### config.mk
export PLATFORM = sky130hd
export DESIGN_NAME = port_uart_tx
export DESIGN_NICKNAME = d
export VERILOG_FILES = /design/src/rtl/port_uart_pkg.sv /design/src/rtl/byte_fifo.sv /design/src/rtl/port_uart_tx.sv
export SDC_FILE = /design/constraint.sdc
export NUM_CORES = 1
export LEC_CHECK = 0
export CORE_MARGIN = 5
export CORE_UTILIZATION = 50
export DETAILED_ROUTE_END_ITERATION = 6
export PLACE_DENSITY = 0.7
export RECOVER_POWER = 25
export SYNTH_ARGS = -nofsm -noshare
export SYNTH_HDL_FRONTEND = slang
export SYNTH_SLANG_ARGS = --single-unit
### constraint.sdc
create_clock -name clk -period 2.7 [get_ports clk]
set_clock_uncertainty 0.2 [all_clocks]
set_input_delay 0.81 -clock clk [delete_from_list [all_inputs] [get_ports clk]]
set_output_delay 0.81 -clock clk [all_outputs]
set_load 0.02 [all_outputs]
### src/rtl/port_uart_pkg.sv
// -----------------------------------------------------------------------------
// port_uart_pkg
// Shared types and constants for the port-attached UART transmitter.
//   uart_state_t : transmit FSM states (IDLE, START, DATA, STOP)
//   STS_*        : bit positions inside the CPU-visible status byte
//   BYTE_W       : width of one transmitted character
//   DATA_BITS    : data bits per 8N1 frame
// -----------------------------------------------------------------------------
package port_uart_pkg;

    typedef enum logic [1:0] {
        IDLE  = 2'd0,
        START = 2'd1,
        DATA  = 2'd2,
        STOP  = 2'd3
    } uart_state_t;

    // Status byte layout: {5'b0, overflow, busy, full}
    localparam int STS_FULL = 0;
    localparam int STS_BUSY = 1;
    localparam int STS_OVF  = 2;

    localparam int BYTE_W    = 8;
    localparam int DATA_BITS = 8;

endpackage

### src/rtl/byte_fifo.sv
// -----------------------------------------------------------------------------
// byte_fifo
// Small synchronous byte FIFO, first-word-not-fall-through: o_data is loaded
// by a pop and holds that byte until the next pop.
//   i_clk    : clock
//   i_reset  : synchronous active-high reset (flushes the FIFO)
//   i_push   : write request, ignored while o_full is set
//   i_data   : byte written on an accepted push
//   i_pop    : read request, ignored while o_empty is set
//   o_data   : byte delivered by the most recent accepted pop
//   o_count  : registered occupancy, 0..DEPTH
//   o_full   : registered, o_count == DEPTH
//   o_empty  : registered, o_count == 0
// -----------------------------------------------------------------------------
module byte_fifo
    import port_uart_pkg::*;
#(
    parameter int DEPTH = 4
) (
    input  logic                     i_clk,
    input  logic                     i_reset,
    input  logic                     i_push,
    input  logic [BYTE_W-1:0]        i_data,
    input  logic                     i_pop,
    output logic [BYTE_W-1:0]        o_data,
    output logic [$clog2(DEPTH):0]   o_count,
    output logic                     o_full,
    output logic                     o_empty
);

    localparam int PTR_W = $clog2(DEPTH);
    localparam int CNT_W = PTR_W + 1;

    logic [BYTE_W-1:0] r_mem [DEPTH];
    logic [BYTE_W-1:0] r_data;
    logic [PTR_W-1:0]  r_wr_ptr;
    logic [PTR_W-1:0]  r_rd_ptr;
    logic [CNT_W-1:0]  r_count;
    logic              r_full;
    logic              r_empty;

    logic              w_push_ok;
    logic              w_pop_ok;
    logic [CNT_W-1:0]  w_count_nxt;

    // Gating uses the registered flags, so a push while full is dropped even
    // when a pop frees a slot in the same cycle.
    assign w_push_ok = i_push && !r_full;
    assign w_pop_ok  = i_pop && !r_empty;

    always_comb begin
        w_count_nxt = r_count;
        if (w_push_ok && !w_pop_ok) begin
            w_count_nxt = r_count + CNT_W'(1);
        end else if (w_pop_ok && !w_push_ok) begin
            w_count_nxt = r_count - CNT_W'(1);
        end
    end

    always_ff @(posedge i_clk) begin
        if (i_reset) begin
            r_wr_ptr <= '0;
            r_rd_ptr <= '0;
            r_count  <= '0;
            r_full   <= 1'b0;
            r_empty  <= 1'b1;
        end else begin
            if (w_push_ok) begin
                r_wr_ptr <= r_wr_ptr + PTR_W'(1);
            end
            if (w_pop_ok) begin
                r_rd_ptr <= r_rd_ptr + PTR_W'(1);
            end
            r_count <= w_count_nxt;
            r_full  <= (w_count_nxt == CNT_W'(DEPTH));
            r_empty <= (w_count_nxt == '0);
        end
    end

    // Storage and read register carry data only; they need no reset.
    always_ff @(posedge i_clk) begin
        if (w_push_ok) begin
            r_mem[r_wr_ptr] <= i_data;
        end
        if (w_pop_ok) begin
            r_data <= r_mem[r_rd_ptr];
        end
    end

    assign o_data  = r_data;
    assign o_count = r_count;
    assign o_full  = r_full;
    assign o_empty = r_empty;

endmodule

### src/rtl/port_uart_tx.sv
// -----------------------------------------------------------------------------
// port_uart_tx
// 8N1 UART transmitter hanging off a CPU output port. Bytes written through
// the port are queued in a byte FIFO and shifted out LSB first; a status
// byte is returned to a CPU input port so software can poll before writing.
//   clk     : system clock
//   reset   : synchronous active-high reset (flushes FIFO, abandons frame)
//   wr_en   : one-cycle write strobe from the output-port decode
//   data_in : byte to queue, sampled when wr_en=1
//   tx      : serial line, idle high, driven from a flop
//   busy    : FIFO non-empty or frame in progress (registered)
//   full    : FIFO holds FIFO_DEPTH bytes (registered)
//   status  : {5'b0, overflow, busy, full}
// -----------------------------------------------------------------------------
module port_uart_tx
    import port_uart_pkg::*;
#(
    parameter int CLKS_PER_BIT = 16,
    parameter int FIFO_DEPTH   = 4
) (
    input  logic              clk,
    input  logic              reset,
    input  logic              wr_en,
    input  logic [BYTE_W-1:0] data_in,
    output logic              tx,
    output logic              busy,
    output logic              full,
    output logic [7:0]        status
);

    localparam int BAUD_W = $clog2(CLKS_PER_BIT);
    localparam int CNT_W  = $clog2(FIFO_DEPTH) + 1;
    localparam logic [BAUD_W-1:0] BAUD_LAST = BAUD_W'(CLKS_PER_BIT - 1);
    localparam logic [2:0]        BIT_LAST  = 3'(DATA_BITS - 1);

    uart_state_t       r_state;
    uart_state_t       w_state_nxt;
    logic [BAUD_W-1:0] r_baud;
    logic [BAUD_W-1:0] w_baud_nxt;
    logic [2:0]        r_bit;
    logic [2:0]        w_bit_nxt;
    logic [BYTE_W-1:0] r_shift;
    logic [BYTE_W-1:0] w_shift_nxt;
    logic              r_tx;
    logic              w_tx_nxt;
    logic              r_busy;
    logic              w_busy_nxt;
    logic              r_ovf;

    logic              w_pop;
    logic              w_push_ok;
    logic              w_baud_tc;
    logic [BYTE_W-1:0] w_fifo_data;
    logic [CNT_W-1:0]  w_count;
    logic [CNT_W-1:0]  w_count_nxt;
    logic              w_full;
    logic              w_empty;
    logic [7:0]        w_status;

    byte_fifo #(
        .DEPTH   (FIFO_DEPTH)
    ) u_fifo (
        .i_clk   (clk),
        .i_reset (reset),
        .i_push  (wr_en),
        .i_data  (data_in),
        .i_pop   (w_pop),
        .o_data  (w_fifo_data),
        .o_count (w_count),
        .o_full  (w_full),
        .o_empty (w_empty)
    );

    assign w_push_ok = wr_en && !w_full;
    assign w_baud_tc = (r_baud == BAUD_LAST);

    // Next-state / datapath decode. The shift register is loaded on leaving
    // START rather than at the pop, because the FIFO output only becomes
    // valid the cycle after the pop and START always lasts >= 2 cycles.
    always_comb begin
        w_state_nxt = r_state;
        w_baud_nxt  = r_baud;
        w_bit_nxt   = r_bit;
        w_shift_nxt = r_shift;
        w_pop       = 1'b0;

        case (r_state)
            IDLE: begin
                if (!w_empty) begin
                    w_pop       = 1'b1;
                    w_baud_nxt  = '0;
                    w_state_nxt = START;
                end
            end
            START: begin
                if (w_baud_tc) begin
                    w_baud_nxt  = '0;
                    w_bit_nxt   = '0;
                    w_shift_nxt = w_fifo_data;
                    w_state_nxt = DATA;
                end else begin
                    w_baud_nxt  = r_baud + BAUD_W'(1);
                end
            end
            DATA: begin
                if (w_baud_tc) begin
                    w_baud_nxt  = '0;
                    w_shift_nxt = {1'b0, r_shift[BYTE_W-1:1]};
                    if (r_bit == BIT_LAST) begin
                        w_state_nxt = STOP;
                    end else begin
                        w_bit_nxt   = r_bit + 3'd1;
                    end
                end else begin
                    w_baud_nxt  = r_baud + BAUD_W'(1);
                end
            end
            STOP: begin
                if (w_baud_tc) begin
                    w_baud_nxt = '0;
                    // Chain straight into the next start bit when data waits.
                    if (!w_empty) begin
                        w_pop       = 1'b1;
                        w_state_nxt = START;
                    end else begin
                        w_state_nxt = IDLE;
                    end
                end else begin
                    w_baud_nxt = r_baud + BAUD_W'(1);
                end
            end
            default: begin
                w_state_nxt = IDLE;
            end
        endcase

        // tx is registered from the next state so the start bit appears on
        // the cycle the FSM enters START.
        case (w_state_nxt)
            START:   w_tx_nxt = 1'b0;
            DATA:    w_tx_nxt = w_shift_nxt[0];
            default: w_tx_nxt = 1'b1;
        endcase
    end

    // FIFO occupancy one cycle ahead, so busy lines up with the count.
    always_comb begin
        w_count_nxt = w_count;
        if (w_push_ok && !w_pop) begin
            w_count_nxt = w_count + CNT_W'(1);
        end else if (w_pop && !w_push_ok) begin
            w_count_nxt = w_count - CNT_W'(1);
        end
        w_busy_nxt = (w_state_nxt != IDLE) || (w_count_nxt != '0);
    end

    always_ff @(posedge clk) begin
        if (reset) begin
            r_state <= IDLE;
            r_baud  <= '0;
            r_bit   <= '0;
            r_tx    <= 1'b1;
            r_busy  <= 1'b0;
            r_ovf   <= 1'b0;
        end else begin
            r_state <= w_state_nxt;
            r_baud  <= w_baud_nxt;
            r_bit   <= w_bit_nxt;
            r_tx    <= w_tx_nxt;
            r_busy  <= w_busy_nxt;
            // Sticky until reset: a write arrived while the FIFO was full.
            if (wr_en && w_full) begin
                r_ovf <= 1'b1;
            end
        end
    end

    always_ff @(posedge clk) begin
        r_shift <= w_shift_nxt;
    end

    always_comb begin
        w_status           = '0;
        w_status[STS_FULL] = w_full;
        w_status[STS_BUSY] = r_busy;
        w_status[STS_OVF]  = r_ovf;
    end

    assign tx     = r_tx;
    assign busy   = r_busy;
    assign full   = w_full;
    assign status = w_status;

endmodule

Word-level counts from Yosys, hierarchy flattened
Memories as Yosys holds them, arrays and structs flattened. A register that Yosys moved wholly into a read port is not among the register bits.
Cells that the tools add are included.
{ "totals": {"register_bits": 29, "mem_bits_rw": 32, "inputBits": 11, "output_inout_bits": 11, "elab_cells": 80, "mem_count": 1} }
{ "mem_list": {"columns": ["memory", "depth", "width", "rd", "rd_clocked_by_memory_dff", "write_ports", "line", "source"], "rows": [
  ["u_fifo.r_mem", 4, 8, 1, 1, 1, "byte_fifo.sv:34", "logic [BYTE_W-1:0] r_mem [DEPTH];"]
]} }
{ "op_classes": {"n_addsub": 6, "n_eq_ne": 12, "muxes": 27, "n_reduce_logical": 21} }
{ "ops": {"columns": ["op", "count"], "rows": [
  ["3-bit 2-to-1 mux", 7],
  ["8-bit 2-to-1 mux", 2],
  ["8-bit one-hot mux with 2 select lines", 1],
  ["2-bit 2-to-1 mux", 5],
  ["4-bit 2-to-1 mux", 2],
  ["2-bit != test, second input constant", 4],
  ["2-bit one-hot mux with 4 select lines", 1],
  ["4-bit one-hot mux with 2 select lines", 1],
  ["1-bit logical AND", 7],
  ["3-bit by 1-bit adder with 3-bit output, second input constant", 2],
  ["2-bit == test, second input constant", 3],
  ["3-bit == test, second input constant", 2],
  ["3-bit one-hot mux with 2 select lines", 1],
  ["1-bit zero test", 5],
  ["1-bit 2-to-1 mux", 5],
  ["2-bit by 1-bit adder with 2-bit output, second input constant", 2],
  ["4-bit by 1-bit adder with 4-bit output, second input constant", 1],
  ["2-bit by 1-bit == test with 1-bit output, second input constant", 2],
  ["4-bit == test, second input constant", 1],
  ["1-bit one-hot mux with 2 select lines", 2],
  ["4-bit AND reduction", 1],
  ["2-bit nonzero test", 2],
  ["3-bit zero test", 1],
  ["3-bit AND reduction", 1],
  ["5 further kinds", 5]
]} }

Depth between registers and ports, before layout
{ "depth": {"word_depth": 8, "depth_mapped": 8, "mapped_depth_nobuf": 7} }

Cells and area by module
A second synthesis with hierarchy kept.
{ "hier_totals": {"hier_cells": 253, "area_unflattened_um2": 3183.1} }
{ "modules_own_cells": {"columns": ["module", "n_inst", "cells_per_inst", "area_per_inst_um2"], "rows": [
  ["byte_fifo", 1, 116, 1990.7],
  ["port_uart_tx", 1, 137, 1192.4]
]} }

Worst setup path before layout
No wires, ideal clock.
{ "synth_timing": {"kind": "flip-flop to flip-flop", "startpoint": "reg r_state[0]", "endpoint": "reg u_fifo.r_full, in the netlist u_fifo.o_full", "setup_ps": 130, "arrival_ps": 1873, "setup_slack_ps": 497, "stages_incl_launch_ff": 8, "path_buffers": 0, "cell_sequence": "dfxtp_1 -> inv_1 -> ha_1 -> or2_4 -> nor2_2 -> mux2i_1 -> xnor2_1 -> nor3_2"} }
{ "synth_via": {"elab_chain_cells": 7} }
{ "synth_rtl": {"columns": ["element", "line", "source"], "rows": [
  ["start: declaration", "port_uart_tx.sv:36", "uart_state_t r_state;"],
  ["start signal: assignment", "port_uart_tx.sv:166", "r_state <= w_state_nxt;"],
  ["2-bit == test / 2-bit zero test (equally long branches)", "port_uart_tx.sv:87", "case (r_state)"],
  ["1-bit one-hot mux with 2 select lines (*)", "port_uart_tx.sv:87", null],
  ["1-bit logical AND (*)", "byte_fifo.sv:49", "assign w_pop_ok = i_pop && !r_empty;"],
  ["via u_fifo.w_pop_ok", "byte_fifo.sv:43", "logic w_pop_ok;"],
  ["1-bit logical AND / 1-bit zero test (equally long branches)", "byte_fifo.sv:55, byte_fifo.sv:53", null],
  ["3-bit 2-to-1 mux / 1-bit logical AND (equally long branches)", "byte_fifo.sv:55, byte_fifo.sv:53", null],
  ["3-bit 2-to-1 mux (*)", "byte_fifo.sv:53", "if (w_push_ok && !w_pop_ok) begin"],
  ["3-bit == test (*)", "byte_fifo.sv:75", "r_full <= (w_count_nxt == CNT_W'(DEPTH));"],
  ["end signal: assignment", "byte_fifo.sv:75", null],
  ["end: declaration", "byte_fifo.sv:39", "logic r_full;"]
]} }
The timed path passes the listed nets; every way through them passes the cells marked *.
A chain may end at the register's enable or synchronous reset.

Worst setup path in the final report
{ "layout_timing": {"startpoint": "reg u_fifo.r_full, in the netlist u_fifo.o_full", "endpoint": "out full"} }
{ "layout_lines": {"columns": ["element", "line", "source"], "rows": [
  ["end: declaration", "port_uart_tx.sv:27", "output logic full,"]
]} }
No word-level cell between the ends.

==> impl_metrics.env <==
export IMPL_synthTopCellsByArea="edfxtp_1, dfxtp_1, mux4_2, ha_1, nor2_1"
export IMPL_seqPwrFrac_pct=47.2
export IMPL_status="finished, final reports clean"
export IMPL_combPwrFrac_pct=27.2
export IMPL_path_max_fanout=5
export IMPL_synth_seq_cells=69
export IMPL_hold_path_class="register to register"
export IMPL_core_area_sq_mm=0.005886
export IMPL_hold_end="r_bit[1]$_SDFFE_PP0P_"
export IMPL_io_buffers=16
export IMPL_grt_busiest_layer="met2"
export IMPL_avgSynthCellArea_sq_um=12.95
export IMPL_place_congestion=0.7653
export IMPL_p_sw_mw=1.005
export IMPL_power_frac_clock_pct=25.6
export IMPL_setup_violations=0
export IMPL_fillers=482
export IMPL_fmax_ghz=0.4215
export IMPL_clkTransAtPathRegs_ns=0.08
export IMPL_cts_resized=0
export IMPL_worst_pin_slew_ns=0.6230
export IMPL_finalNetCount=279
export IMPL_synth_edff_count=47
export IMPL_cts_buffer_depth=2
export IMPL_diodes=0
export IMPL_critical_path_top_delay_family="buffers and inverters"
export IMPL_cpMaxStageDelayCell="clkdlybuf4s50_1"
export IMPL_worstReg2RegStart="r_state[0]$_SDFF_PP0_"
export IMPL_synth_top_area_share_pct=46.77
export IMPL_drv_cap=0
export IMPL_cp_cell_sequence="clkdlybuf4s50_1"
export IMPL_synthFlopType="edfxtp_1"
export IMPL_cts_tree="yes"
export IMPL_vias=1785
export IMPL_synth_xor_area_share_pct=1.741
export IMPL_synthSimpleGateAreaFrac_pct=10.90
export IMPL_htreeDepth=3
export IMPL_crit_type="register to primary output"
export IMPL_fin_crit_ns=2.372
export IMPL_max_slew_margin_pct=58.41
export IMPL_drt_pre_antenna_iters=4
export IMPL_synth_compound_area_share_pct=8.955
export IMPL_post_dp_hpwl_um=3490
export IMPL_setup_tns_final_ns=0
export IMPL_pwr_density_cell_mw_per_mm2=895.0
export IMPL_start_kind="register"
export IMPL_synth_adder_area_share_pct=5.804
export IMPL_intPower_mw=2.082
export IMPL_critPathCaptureType="primary output"
export IMPL_hold_buffers=0
export IMPL_yosys_area_top_type="edfxtp_1"
export IMPL_post_cts_repair_setup_buffers=0
export IMPL_slew_violations=0
export IMPL_critical_path_max_stage_delay_ns=0.63
export IMPL_initial_utilization_pct=51.28
export IMPL_grt_start_max_net_pins=16
export IMPL_global_route_usage_met1_pct=18.34
export IMPL_ant_nets=0
export IMPL_worst_r2r_path_depth=6
export IMPL_vdd_ir_drop_max_mv=0.4772
export IMPL_grtUsageMet3_pct=2.822
export IMPL_area_delta_synth_final_pct=14.30
export IMPL_min_delay_start="r_bit[1]$_SDFFE_PP0P_"
export IMPL_grt_pass1_wl_um=8307
export IMPL_multiInputGateArea_sq_mm=0.001046
export IMPL_pin_count=22
export IMPL_viasPerCell=5.344
export IMPL_syn_inst=233
export IMPL_hold_violations=0
export IMPL_reg2reg_to="u_fifo.o_full$_SDFF_PP0_"
export IMPL_swShare_pct=32.56
export IMPL_p_leak_nw=1.230
export IMPL_die_y_um=87.69
export IMPL_wirelength_um=4924
export IMPL_dieWidth_um=87.69
export IMPL_synth_cell_area_sq_mm=0.003018
export IMPL_min_period_over_period_pct=87.86
export IMPL_crit_required_ns=1.69
export IMPL_hold_depth=2
export IMPL_r2r_setup_slack_ns=0.51
export IMPL_drt_initial_drc_count=59
export IMPL_power_total_mw=3.087
export IMPL_cts_sinks=69
export IMPL_grt_ovfl_total=0
export IMPL_root_buffer="clkbuf_8"
export IMPL_drive_gt1_share_pct=15.44
export IMPL_cts_buffers=9
export IMPL_synth_top_family_by_area="simple AND/OR/NAND/NOR gates"
export IMPL_post_drt_wl_per_cell_um=14.74
export IMPL_yosysSeqAreaShare_pct=61.36
export IMPL_path_buf_inv=1
export IMPL_grtUsageMet2_pct=23.15
export IMPL_grtUsageTotal_pct=14.41
export IMPL_async_reset_ff_share_pct=0
export IMPL_core_rowCount=28
export IMPL_synth_cell_types=46
export IMPL_critPathArrivalTime_ns=1.36
export IMPL_worstSkewPairLatency_ns=0.35
export IMPL_yosysWarningCount=0
export IMPL_rsz0062_at_grt="no"
export IMPL_synth_mux_area_share_pct=6.633
export IMPL_drc=0
export IMPL_final_seq_area_sq_mm=0.001852
export IMPL_die_area_sq_mm=0.007690
export IMPL_grt_pass1_vias=1727
export IMPL_antenna_found_initial=0
power groups by stage:
stage                     sequential (mW)  combinational [mW]  clock (mW)
after global routing                 1.48               0.937       0.862
after detailed placement             1.48               0.846           0
after floorplan                      1.43               0.670           0
final                                1.46               0.840       0.792
after global placement               1.48               0.828           0
after CTS                            1.46               0.849       0.812
cells in the mapped netlist (all sizes together), types with 5 or more instances:
cell    count
buf        13
a22oi       7
nand3       5
inv         9
nor2       22
mux4        8
nand2      18
ha         14
dfxtp      22
o21ai       7
edfxtp     47
a21oi      12
kinds of logic after synthesis:
family                     count (synthesis)
DFF                                       69
and+or+nand+nor                           68
AOI/OAI and AO/OA                         39
buffers and inverters                     26
adders and majority gates                 14
muxes                                     10
xor gates and xnor gates                   6
other                                      1
layer usage:
layer | routed length [um] | up-vias
li1 | - | 889
met1 | 2244 | 865
met2 | 2481 | 26
met3 | 153 | 5
met4 | 44 | 0
met5 | 0 | -
worst max-delay path by stage:
stage | depth (start not counted) | endpoint | start
2_1_floorplan | 7 | u_fifo.o_full$_SDFF_PP0_ | r_state[0]$_SDFF_PP0_
3_3_place_gp | 6 | u_fifo.o_full$_SDFF_PP0_ | wr_en
3_5_place_dp | 6 | u_fifo.o_count[0]$_SDFF_PP0_ | wr_en
4_1_cts | 1 | full | u_fifo.o_full$_SDFF_PP0_
5_1_grt | 1 | full | u_fifo.o_full$_SDFF_PP0_
6_report | 1 | full | u_fifo.o_full$_SDFF_PP0_
stage by stage:
| step | hold slack, ns | cell area (sq um) | cells | util (%) | setup slack (ns) |
|---|---|---|---|---|---|
| floorplan | 0.2338 | 3033 | 237 | - | 0.4974 |
| global placement | 0.2458 | 3263 | 318 | 55.44 | 0.1335 |
| detailed placement | 0.2504 | 3263 | 318 | 55.44 | 0.1121 |
| CTS | 0.2614 | 3450 | 334 | 58.61 | 0.3006 |
| global route | 0.3157 | 3450 | 334 | 58.61 | 0.2690 |
| finish | 0.2573 | 3450 | 334 | 58.61 | 0.3277 |
registers in the layout, summed over array words and instances, names as in the netlist, 2 cells and up:
name             flops
u_fifo.r_mem        32
r_bit                3
r_state              2
r_baud               4
r_shift              8
u_fifo.o_data        8
u_fifo.r_rd_ptr      2
u_fifo.r_wr_ptr      2
u_fifo.o_count       3
layout by cell type (no fill, tap or decap), drive strengths merged, types with 2 or more instances in the layout:
cell,count
dfxtp,22
ha,14
o21ai,7
edfxtp,47
buf,7
clkbuf,9
mux2i,2
clkdlybuf4s50,8
nor3,4
inv,15
a21o,2
xnor2,4
nand3,5
xor2,2
conb,5
a21oi,12
nor2,22
and3,2
dlygate4sd3,8
nand2b,3
mux4,8
or2,2
a22oi,7
nand4,3
a31oi,3
nand2,18
and2,4
final cells by class:
class	count	share of cell area, %
Clock buffer	9	3.591
Clock inverter	7	1.814
Inverter	9	0.9793
Multi-Input combinational cell	142	30.32
Sequential cell	69	53.68
Tap cell	75	2.720
Timing Repair Buffer	23	6.892
(Power assumes the default switching activity.)
